$ cat config.mk
export PLATFORM = sky130hd
export DESIGN_NAME = fetch_latch
export DESIGN_NICKNAME = d
export VERILOG_FILES = /design/src/rtl/fetch_latch.sv
export SDC_FILE = /design/constraint.sdc
export NUM_CORES = 1
export LEC_CHECK = 0
export CORE_ASPECT_RATIO = 0.8
export CORE_MARGIN = 2
export CORE_UTILIZATION = 36
export DETAILED_ROUTE_END_ITERATION = 12
export DONT_BUFFER_PORTS = 1
export PLACE_DENSITY = 0.47
export SLEW_MARGIN = 30
export SYNTH_ARGS = -nofsm -noshare
export SYNTH_HDL_FRONTEND = slang
export SYNTH_SLANG_ARGS = --single-unit
$ cat constraint.sdc
create_clock -name CLK -period 5.4 [get_ports CLK]
set_input_delay 1.62 -clock CLK [delete_from_list [all_inputs] [get_ports CLK]]
set_output_delay 1.62 -clock CLK [all_outputs]
set_load 0.01 [all_outputs]
$ cat src/rtl/fetch_latch.sv
// fetch_latch: instruction-fetch stage between program_counter and decode.
// Issues the imem read for the current PC and gates pc_en on ihit/stall/flush.
// It registers the fetched word and its PC/PC+4 into the IF/ID latch.
// It parks a word that returns during a decode stall in a one-entry hold buffer.
module fetch_latch #(
   parameter logic [31:0] NOP_WORD = 32'h00000000,
   parameter int          CNT_W    = 16
) (
   input  logic             CLK,
   input  logic             nRST,
   input  logic [31:0]      pc_addr,
   input  logic [31:0]      pc_plus_4,
   output logic             pc_en,
   output logic             imemREN,
   output logic [31:0]      imemaddr,
   input  logic             ihit,
   input  logic [31:0]      imemload,
   input  logic             stall,
   input  logic             flush,
   input  logic             halt,
   output logic             ifid_valid,
   output logic [31:0]      ifid_instr,
   output logic [31:0]      ifid_pc,
   output logic [31:0]      ifid_pc_plus_4,
   output logic [CNT_W-1:0] wait_cnt
);

   localparam logic [1:0] FETCH  = 2'd0;
   localparam logic [1:0] HOLD   = 2'd1;
   localparam logic [1:0] HALTED = 2'd2;

   logic [1:0]  state;
   logic [31:0] hold_instr;
   logic [31:0] hold_pc;
   logic [31:0] hold_pc_plus_4;

   // Increment that sticks at all-ones instead of wrapping.
   function automatic logic [CNT_W-1:0] sat_inc(input logic [CNT_W-1:0] v);
      if (&v) return v;
      return v + {{(CNT_W-1){1'b0}}, 1'b1};
   endfunction

   assign imemaddr = pc_addr;

   // Read request and PC enable; both forced low while nRST is asserted.
   always_comb begin
      imemREN = 1'b0;
      pc_en   = 1'b0;
      if (nRST) begin
         case (state)
            FETCH: begin
               imemREN = 1'b1;
               if (flush)     pc_en = 1'b1;
               else if (halt) pc_en = 1'b0;
               else           pc_en = ihit;
            end
            HOLD:    pc_en = flush;
            default: pc_en = 1'b0;
         endcase
      end
   end

   // Count cycles where a read is outstanding but the cache has not answered.
   always_ff @(posedge CLK or negedge nRST) begin
      if (!nRST) begin
         wait_cnt <= '0;
      end else if (state == FETCH && !ihit) begin
         wait_cnt <= sat_inc(wait_cnt);
      end
   end

   // State machine, IF/ID latch and hold buffer.
   always_ff @(posedge CLK or negedge nRST) begin
      if (!nRST) begin
         state          <= FETCH;
         ifid_valid     <= 1'b0;
         ifid_instr     <= NOP_WORD;
         ifid_pc        <= '0;
         ifid_pc_plus_4 <= '0;
         hold_instr     <= NOP_WORD;
         hold_pc        <= '0;
         hold_pc_plus_4 <= '0;
      end else begin
         case (state)
            FETCH: begin
               if (flush || halt) begin
                  // Squash: flush wins over halt and keeps fetching.
                  ifid_valid     <= 1'b0;
                  ifid_instr     <= NOP_WORD;
                  ifid_pc        <= '0;
                  ifid_pc_plus_4 <= '0;
                  if (!flush) state <= HALTED;
               end else if (stall) begin
                  // Decode is frozen; park a returning word until it frees up.
                  if (ihit) begin
                     hold_instr     <= imemload;
                     hold_pc        <= pc_addr;
                     hold_pc_plus_4 <= pc_plus_4;
                     state          <= HOLD;
                  end
               end else if (ihit) begin
                  ifid_valid     <= 1'b1;
                  ifid_instr     <= imemload;
                  ifid_pc        <= pc_addr;
                  ifid_pc_plus_4 <= pc_plus_4;
               end else begin
                  ifid_valid <= 1'b0;
               end
            end
            HOLD: begin
               if (flush || halt) begin
                  ifid_valid     <= 1'b0;
                  ifid_instr     <= NOP_WORD;
                  ifid_pc        <= '0;
                  ifid_pc_plus_4 <= '0;
                  hold_instr     <= NOP_WORD;
                  hold_pc        <= '0;
                  hold_pc_plus_4 <= '0;
                  state          <= flush ? FETCH : HALTED;
               end else if (!stall) begin
                  ifid_valid     <= 1'b1;
                  ifid_instr     <= hold_instr;
                  ifid_pc        <= hold_pc;
                  ifid_pc_plus_4 <= hold_pc_plus_4;
                  state          <= FETCH;
               end
            end
            HALTED: begin
               state <= HALTED;
            end
            default: begin
               state <= FETCH;
            end
         endcase
      end
   end

endmodule

Word-level counts from Yosys, hierarchy flattened
Cells that the tools add are included.

cells by class
  add/subtract/negate cells = 1
  equal/unequal tests = 12
  mux-type cells = 51
  reduce and logical (&&, ||, !) cells = 11

operator list
  cell                   number
  $mux 32                22
  $pmux 32 s2            6
  $add 16x1->16 const B  1
  $mux 16                1
  $reduce_and 16->1      1
  $mux 2                 7
  $mux 1                 12
  $ne 2x2->1 const B     5
  $ne 3x2->1 const B     3
  $reduce_and 4->1       2
  $ne 3x3->1 const B     2
  $pmux 2 s3             1
  $reduce_and 5->1       1
  $pmux 1 s2             2
  $reduce_and 3->1       1
  $eq 2x1->1 const B     1
  $eq 2x2->1 const B     1
  $logic_not 2->1        1
  $reduce_and 2->1       1
  $reduce_bool 2->1      1
  $logic_and 1x1->1      1
  $logic_not 1->1        1
  $logic_or 1x1->1       1

storage, ports and cells
  register bits after elaboration = 211
  bits of input ports = 102
  output and inout bits = 147
  word-level logic and storage cells = 84

Longest topological paths before layout
  depth after elaboration = 5
  mapped depth = 7
  gate-level depth less buffers = 5

Worst setup path before layout
Ideal clock, no wire load.

  path kind = input -> output
  start point = input port halt
  end point = output port pc_en
  arrival = 2.005 ns
  data required time = 3.780 ns
  setup slack = 1.775 ns
  stages = 3
  path buffers = 0
  path through = nor3b_1 -> nor2_1 -> nor2_1

on the way
  longest elaborated chain between the ends = 4

ends and longest elaborated chain
  what             RTL line  RTL
  start, declared  20        input logic halt,
  $mux 1           54        else if (halt) pc_en = 1'b0;
  $mux 1           53        if (flush) pc_en = 1'b1;
  $pmux 1 s2       50        case (state)
  $mux 1           49        if (nRST) begin
  end, declared    13        output logic pc_en,

Every way passes these cells.

Worst setup path in the final report
  start point = input port nRST
  end point = output port pc_en

on the way
  longest elaborated chain between the ends = 1

ends and longest elaborated chain
  what             RTL line  RTL
  start, declared  10        input logic nRST,
  $mux 1           49

Every way passes these cells.

==> run metrics <==
run status=finished clean; final setup fails=0; Yosys top cell by area=dfrtp_1; post-synthesis async set-or-reset flop share=100.0%; crit path kind=input port to output port; pre-CTS setup slack=1.703 ns; CP Data Required Time=3.78 ns; Post-Syn Area per Cell=11.35 um2; slew at the pin closest to its max-slew limit=0.9310 ns; crit path cell chain=nand2b_1 > nor2_1; Fin Hold WS=0.5066 ns; pin count of the biggest net entering global routing=213; Tcrit/Tclk final=71.03%; Area Growth Syn to Fin=7.126%; RSZ-0062 raised after global routing=no; antenna violations before repair=6; PwrDens=371.1 nW/um2; drt initial violations=377; TritonCTS Buffers=23; most frequent cells in the layout=dfrtp_1 (211), nand2_1 (104), and2_1 (97), a21oi_1 (97), o31ai_1 (96); #FFs+latches synth=211; P_leak=4.648 nW; CTS hold repair buffers=0; core area=27030 um2; final worst slack=1.564 ns; routability cong.=0.7620; DRT Pass-1 Iters=4; Seq/Total Area, Yosys=53.79%; Critical Path Sink Type=output port; wire per inst=19.40 um; hpwl dp=13.94 mm; row count=54; H-Tree Depth=1; CTS Buffer Depth=3; final hold vios=0; Tmin final=3.836 ns; max-capacitance violation count=0; syn nets=968; vias in the first global route=6405; Setup TNS Final=0 ns; main flop type after synthesis=dfrtp_1; width of the die=188.6 um; CTS root buf=clkbuf_16; Arr. time, crit path=2.22 ns; total global routing track utilization=15.66%; overall die area=28610 um2; final wirelength=22.87 mm; ratio of cells with drive above 1 in the final layout=17.98%; Synth Instances=865; startpoint types=input port; synth top area cells=dfrtp_1 (54%), o31ai_1 (7.3%), mux2_2 (6.5%); CP top delay family=simple AND/OR/NAND/NOR gates; VDD IR max=0.1790 mV; # nets final=903; IO Port Bufs=0; Worst-Skew Late Latency=0.50 ns; Buf/Inv on CP=0; CP max-delay cell=nor2_1; clk slew on worst S/H paths=0.06 ns; commonest non-fill, non-tap cell in the layout=dfrtp_1; post-CTS setup buffer count=0; Slew HR=37.93%; vias=6204; GRT overflow=0; Placed Instances=1139; Hold Path Class=register to register; Post-synth EDFFs=0; post-detailed-route count of antenna-violating nets=0; CTS tree=done; Register Area=5280 um2; clk sink count=211; max-slew violations=0; Top Ports=249; Layout Cells excl Fill=1179; post_cts resized=0; # fillers=2601; Highest Clock Rate=260.7 MHz; die height=151.7 um; mapped cell area=9816 um2; CP max stage delay=0.23 ns; Remaining DRCs=0; Yosys cell types=43; Starting Density=36.32%; Worst Skew=0.004772 ns; Synth Warn #=0; Via density=5.262; first-pass GRT wire length=36.09 mm; Crit Path Max Fanout=212; Multi-input gate area=3949 um2; post-synth top area share=53.79%
==> flip-flops by register name, summed over array words and instances, names as in the netlist <==
| name | flops |
|---|---|
| ifid_pc_plus_4 | 32 |
| ifid_instr | 32 |
| hold_pc | 32 |
| hold_pc_plus_4 | 32 |
| hold_instr | 32 |
| ifid_pc | 32 |
| state | 2 |
| wait_cnt | 16 |
| ifid_valid | 1 |
==> cell type report <==
type	instances	area share [%]
inverter	1	0.03570
clock buffer	33	6.402
clock inverter	4	0.4284
multi-input combinational	556	37.55
sequential	211	50.21
timing repair buffer	7	0.9638
tap	364	4.331
antenna	3	0.07139
==> path summary, 6_finish.rpt <==
| kind | startpoint | end | slack (ns) | cells past startpoint |
|---|---|---|---|---|
| hold reg to reg | hold_pc_plus_4[15] | hold_pc_plus_4[15] | 0.51 | 1 |
| setup reg to reg | state[1] | ifid_instr[25] | 2.75 | 5 |
| max in group asynchronous | nRST | wait_cnt[12] | 4.14 | 0 |
| min in group asynchronous | nRST | ifid_pc_plus_4[10] | 0.82 | 0 |
| setup / recovery | nRST | pc_en | 1.56 | 2 |
| hold / removal | hold_pc_plus_4[15] | hold_pc_plus_4[15] | 0.51 | 1 |
==> per-stage QoR <==
step	instance area, um2	util [%]	power [mW]
after floorplan	9816	-	2.331
after global placement	9758	36.11	2.397
after detailed placement	9789	36.22	2.421
after CTS	10510	38.88	3.972
after global routing	10510	38.89	4.110
final	10520	38.91	3.902
==> power breakdown <==
part	internal (mW)	switching, mW
logic	0.188	0.135
clock network	0.903	0.615
registers	1.82	0.246
total	2.91	0.996
==> synth_stat cells, types with 2 or more instances <==
master / count
buf_1: 10
and2_1: 97
mux2_4: 41
mux2_2: 57
nand2b_1: 2
o31ai_1: 96
nand2_1: 104
xor2_1: 6
nand3_1: 6
nor4_1: 3
buf_6: 2
buf_2: 11
nand4_1: 4
xnor2_1: 8
buf_12: 4
nor3_1: 6
clkbuf_1: 32
and3_1: 2
buf_4: 38
nor2_1: 7
a21oi_1: 97
dfrtp_1: 211
==> logic make-up after synthesis <==
kind of cell             synth area share (%)
AO/OA/AOI/OAI                           12.86
XOR/XNOR                                1.249
adder cells (fa/ha/maj)                0.1274
buffers and inverters                   6.157
flip-flops                              53.79
multiplexers                            12.91
AND/OR/NAND/NOR                         12.90
==> metal layers <==
layer / GRT usage [%] / part of all wire [%] / vias up
met2: 24.06 / 44 / 189
met4: 3.867 / 2.1 / 6
li1: - / - / 2860
met5: 0 / 0.17 / -
met3: 6.149 / 9.0 / 37
met1: 20.79 / 45 / 3112
(Power assumes the default switching activity.)
==> RTL edit 1 (config.mk and constraints unchanged) <==
Register the output `wait_cnt` once more, with the module's reset; this adds one clock of latency there. The other outputs are not delayed to match.
--- a/src/rtl/fetch_latch.sv
+++ b/src/rtl/fetch_latch.sv
@@ -29,4 +29,6 @@
    localparam logic [1:0] HOLD   = 2'd1;
    localparam logic [1:0] HALTED = 2'd2;
+
+   logic [CNT_W-1:0] wait_cnt_s0;
 
    logic [1:0]  state;
@@ -64,7 +66,7 @@
    always_ff @(posedge CLK or negedge nRST) begin
       if (!nRST) begin
-         wait_cnt <= '0;
+         wait_cnt_s0 <= '0;
       end else if (state == FETCH && !ihit) begin
-         wait_cnt <= sat_inc(wait_cnt);
+         wait_cnt_s0 <= sat_inc(wait_cnt_s0);
       end
    end
@@ -136,4 +138,12 @@
    end
 
+   always_ff @(posedge CLK or negedge nRST) begin
+      if (!nRST) begin
+         wait_cnt <= '0;
+      end else begin
+         wait_cnt <= wait_cnt_s0;
+      end
+   end
+
 endmodule
 
Check against the original RTL: not equivalent (Yosys sat finds a counterexample within 4 cycles, from zero or initial values and one cycle with nRST low).
==> RTL edit 1 against the original RTL <==
  * Sequential cell count up 16
  * Worst setup slack got worse by 0.036 ns
  * Routed wire length down 0.45%
  * Final area rose by 3.9%
  * Power is 8.7% higher
  * Area after synthesis increased by 1.5%
  * Synthesized cell count is 1.6% higher
  * Die area grew 1.4%
  * Register-to-register slack worse by 0.03 ns
  * Non-clock buffer count is 1 higher
  * Clock power rose by 14%
  * Via count increased by 1.4%
==> RTL edit 1: results (changes against the original RTL) <==
worst_setup_path:
  critical_path.max_stage_delay_ns: 0.37  # was 0.23 ns
  slowest_stage: "nor3b_1"  # was nor2_1
pwr:
  comb_power_share_pct: 7.2  # was 8.3%
  clockPowerShare_pct: 41.1  # was 38.9%
  peakVddDrop_uv: 240  # was 179 µV
  combinationalPower_w: 0.000304  # was 0.000324 W
  swShare_pct: 25.1  # was 25.5%
outcome:
  status: "complete, no violations"  # unchanged
layout:
  clkCellAreaFrac_pct: 7.82  # was 6.83%
  fill_cells: 2583  # was 2601
  multi_input_cells: 553  # was 556
  seq_share_pct: 52.0  # was 50.2%
  multi_input_area_share_pct: 34.7  # was 37.6%
  nonClkBufAreaFrac_pct: 1.18  # was 0.964%
  num-nonclk-buffers: 8  # was 7
yosys:
  ys_types: 40  # was 43
  syn_avg_cell_area_um2: 11.3  # about the same
route:
  vias: 6292  # was 6204
  via_per_inst: 5.23  # was 5.26
  drt-initial-drc-count: 302  # was 377
  wire_per_inst_um: 18.9  # was 19.4 µm
place:
  placed_cells: 1152  # was 1139
  dp_hpwl_mm: 13.8  # was 13.9 mm
global_route:
  grt_pass1_vias: 6497  # was 6405
  antenna_found_initial: 2  # was 6
  track_usage_pct: 15.6  # was 15.7%
  grt_pass1_wl_mm: 36.6  # was 36.1 mm
  grt_use_met1_pct: 20.9  # was 20.8%
  grt_start_max_net_pins: 230  # was 213
  met2_usage_pct: 24.3  # was 24.1%
worst_hold_path:
  hp-start: "wait_cnt_s0[15]$_DFFE_PN0P_"  # was hold_pc_plus_4[15]$_DFFE_PN0P_
clock_network:
  cts_buffers: 26  # was 23
[RTL edit 1: changes by cell type after synthesis, moves of 2 or more]
cell	delta
a21oi_1	+3
dfrtp_1	+16
mux2_2	+39
nor4_1	-2
buf_12	-4
mux2_4	-40
buf_4	-2
nor3b_1	+2
clkbuf_1	+12
buf_1	-3
[RTL edit 1: routing by layer]
metal | part of all wire, % | vias to the layer above
met4 | 1.8 | 0
met2 | 45 | 199
li1 | - | 2928
met3 | 9.9 | 28
met1 | 43 | 3137
met5 | 0 | -
[RTL edit 1: cell families (layout without fill, tap and decap cells)]
family / Yosys count / in the layout / synth area share (%)
fa+ha+maj: 1 / 1 / 0.126
buf+inv: 99 / 53 / 5.29
flops: 227 / 227 / 57.0
other cells: 0 / 5 / 0
mux: 98 / 98 / 11.1
simple gates: 237 / 237 / 12.4
xor+xnor: 13 / 13 / 1.14
compound gates: 204 / 204 / 12.9
[RTL edit 1: path summary, 6_finish.rpt]
check / to / slack [ns] / cells past startpoint
setup reg to reg: ifid_pc[0]$_DFFE_PN0P_ / 2.72 / 5
max in group asynchronous: ifid_instr[3]$_DFFE_PN0P_ / 4.28 / 0
hold reg to reg: wait_cnt[15]$_DFF_PN0_ / 0.44 / 0
setup / recovery: pc_en / 1.53 / 3
hold / removal: wait_cnt[15]$_DFF_PN0_ / 0.44 / 0
min in group asynchronous: hold_pc_plus_4[18]$_DFFE_PN0P_ / 0.79 / 0
[RTL edit 1: metrics by stage]
step / utilization, % / cell area, µm² / hold WS [ns]
6_report: 40.1 / 10900 / 0.444
5_1_grt: 40.1 / 10900 / 0.462
4_1_cts: 40.0 / 10900 / 0.445
3_5_place_dp: 36.8 / 10000 / 0.429
3_3_place_gp: 36.7 / 9990 / 0.423
2_1_floorplan: - / 9960 / 0.393
==> RTL edit 2 (config.mk and constraints unchanged) <==
Without the edit above. Set the localparam `HOLD` to 2'd0 (it was 2'd1).
--- a/src/rtl/fetch_latch.sv
+++ b/src/rtl/fetch_latch.sv
@@ -27,5 +27,5 @@
 
    localparam logic [1:0] FETCH  = 2'd0;
-   localparam logic [1:0] HOLD   = 2'd1;
+   localparam logic [1:0] HOLD   = 2'd0;
    localparam logic [1:0] HALTED = 2'd2;
 
Check against the original RTL: not equivalent (Yosys sat finds a counterexample within 4 cycles, from zero or initial values and one cycle with nRST low).
==> RTL edit 2 against the original RTL <==
  * Worst setup slack better by 0.20 ns
  * Combinational power down 82%
  * Sequential cell count down 97
  * Maximum frequency up 5.4%
  * Final area down 52%
  * Critical endpoint unchanged
  * Power down 45%
  * Routed wire length down 57%
  * Area after synthesis down 54%
==> RTL edit 2: results (changes against the original RTL) <==
outcome:
  status: "complete, no violations"  # unchanged
clock_network:
  insertion_delay_ns: 0.40  # was 0.50 ns
  cts_buffer_depth: 2  # was 3
  cts_buffers: 17  # was 23
  htreeDepth: 4  # was 1
worst_setup_path:
  arrival_ns: 2.02  # was 2.22 ns
  r2r-start: "wait_cnt[0]$_DFFE_PN0P_"  # was state[1]$_DFFE_PN0P_
  cp-startpoint: "flush"  # was nRST
  crit_path_max_fanout: 4  # was 212
  rr_endpoint: "wait_cnt[12]$_DFFE_PN0P_"  # was ifid_instr[25]$_DFFE_PN0P_
  rrSetupSlack_ns: 3.30  # was 2.75 ns
global_route:
  grt_use_met1_pct: 19.1  # was 20.8%
  track_usage_pct: 14.7  # was 15.7%
  grt_start_max_net_pins: 117  # was 213
  grt_pass1_wl_mm: 15.2  # was 36.1 mm
  grtUsageMet3_pct: 7.36  # was 6.15%
  met2_usage_pct: 20.5  # was 24.1%
  antenna_found_initial: 0  # was 6
worst_hold_path:
  hold_end: "ifid_pc[2]$_DFFE_PN0P_"  # was hold_pc_plus_4[15]$_DFFE_PN0P_
  hp-start: "ifid_pc[2]$_DFFE_PN0P_"  # was hold_pc_plus_4[15]$_DFFE_PN0P_
pwr:
  seq_power_w: 0.000968  # was 0.00206 W
  p_switching_w: 0.000471  # was 0.000996 W
  combinationalPower_w: 0.0000587  # was 0.000324 W
  peakVddDrop_uv: 211  # was 179 µV
  pg_clk_w: 0.00112  # was 0.00152 W
  p_leak_nw: 2.35  # was 4.65 nW
place:
  globalplace.congestion: 0.719  # was 0.762
  dp_hpwl_mm: 6.40  # was 13.9 mm
yosys:
  netlist_top_cells_area: "dfrtp_1 63%, a22o_1 19%, buf_4 5.3%"  # was dfrtp_1 54%, o31ai_1 7.3%, mux2_2 6.5%
  synth_nets: 436  # was 968
  ys_types: 36  # was 43
  synthTopCellsByCount: "114 x dfrtp_1, 97 x a22o_1, 32 x buf_4, 11 x clkbuf_1"  # was 211 x dfrtp_1, 104 x nand2_1, 97 x a21oi_1, 97 x and2_1, 96 x o31ai_1
  ys_seq_area_share_pct: 63.3  # was 53.8%
route:
  route.top_layer_used: "met4"  # was met5
  wl_met2_mm: 4.57  # was 9.96 mm
  drt-initial-drc-count: 146  # was 377
  met3_wirelength_mm: 1.13  # was 2.07 mm
  wl_mm: 9.89  # was 22.9 mm
  wl_met1_mm: 4.08  # was 10.3 mm
  vias: 2667  # was 6204
sta:
  max_slew.worst_pin.slew_ns: 0.677  # was 0.931 ns
  clock_skew_ns: 0.00722  # was 0.00477 ns
layout:
  antenna_cells: 0  # was 3
  nNetsFinal: 404  # was 903
  post_route_cells_drive_above_1_share_pct: 13.4  # was 18.0%
## RTL edit 2: metrics by stage
stage	instance area [µm²]	setup slack, ns	instances	utilization (%)
6_report	5050	1.76	485	41.3
4_1_cts	5020	1.76	484	41.1
3_3_place_gp	4420	1.77	452	36.2
5_1_grt	5050	1.72	485	41.3
2_1_floorplan	4510	1.79	333	-
3_5_place_dp	4420	1.76	452	36.2
## RTL edit 2: logic make-up after synthesis
group | Yosys count | synth area share, %
DFF | 114 | 63.3
xor gates and xnor gates | 10 | 1.94
muxes | 2 | 0.583
adders and majority gates | 1 | 0.277
buffers and inverters | 55 | 7.57
and+or+nand+nor | 43 | 5.86
AOI/OAI and AO/OA | 108 | 20.5
## RTL edit 2: area by class of cell
class / instances / area [µm²]
Fill cell: 1108 / 7160
Sequential cell: 114 / 2850
Multi-Input combinational cell: 164 / 1330
Clock buffer: 19 / 443
Tap cell: 171 / 214
Clock inverter: 13 / 159
Timing Repair Buffer: 3 / 42.5
Inverter: 1 / 3.75
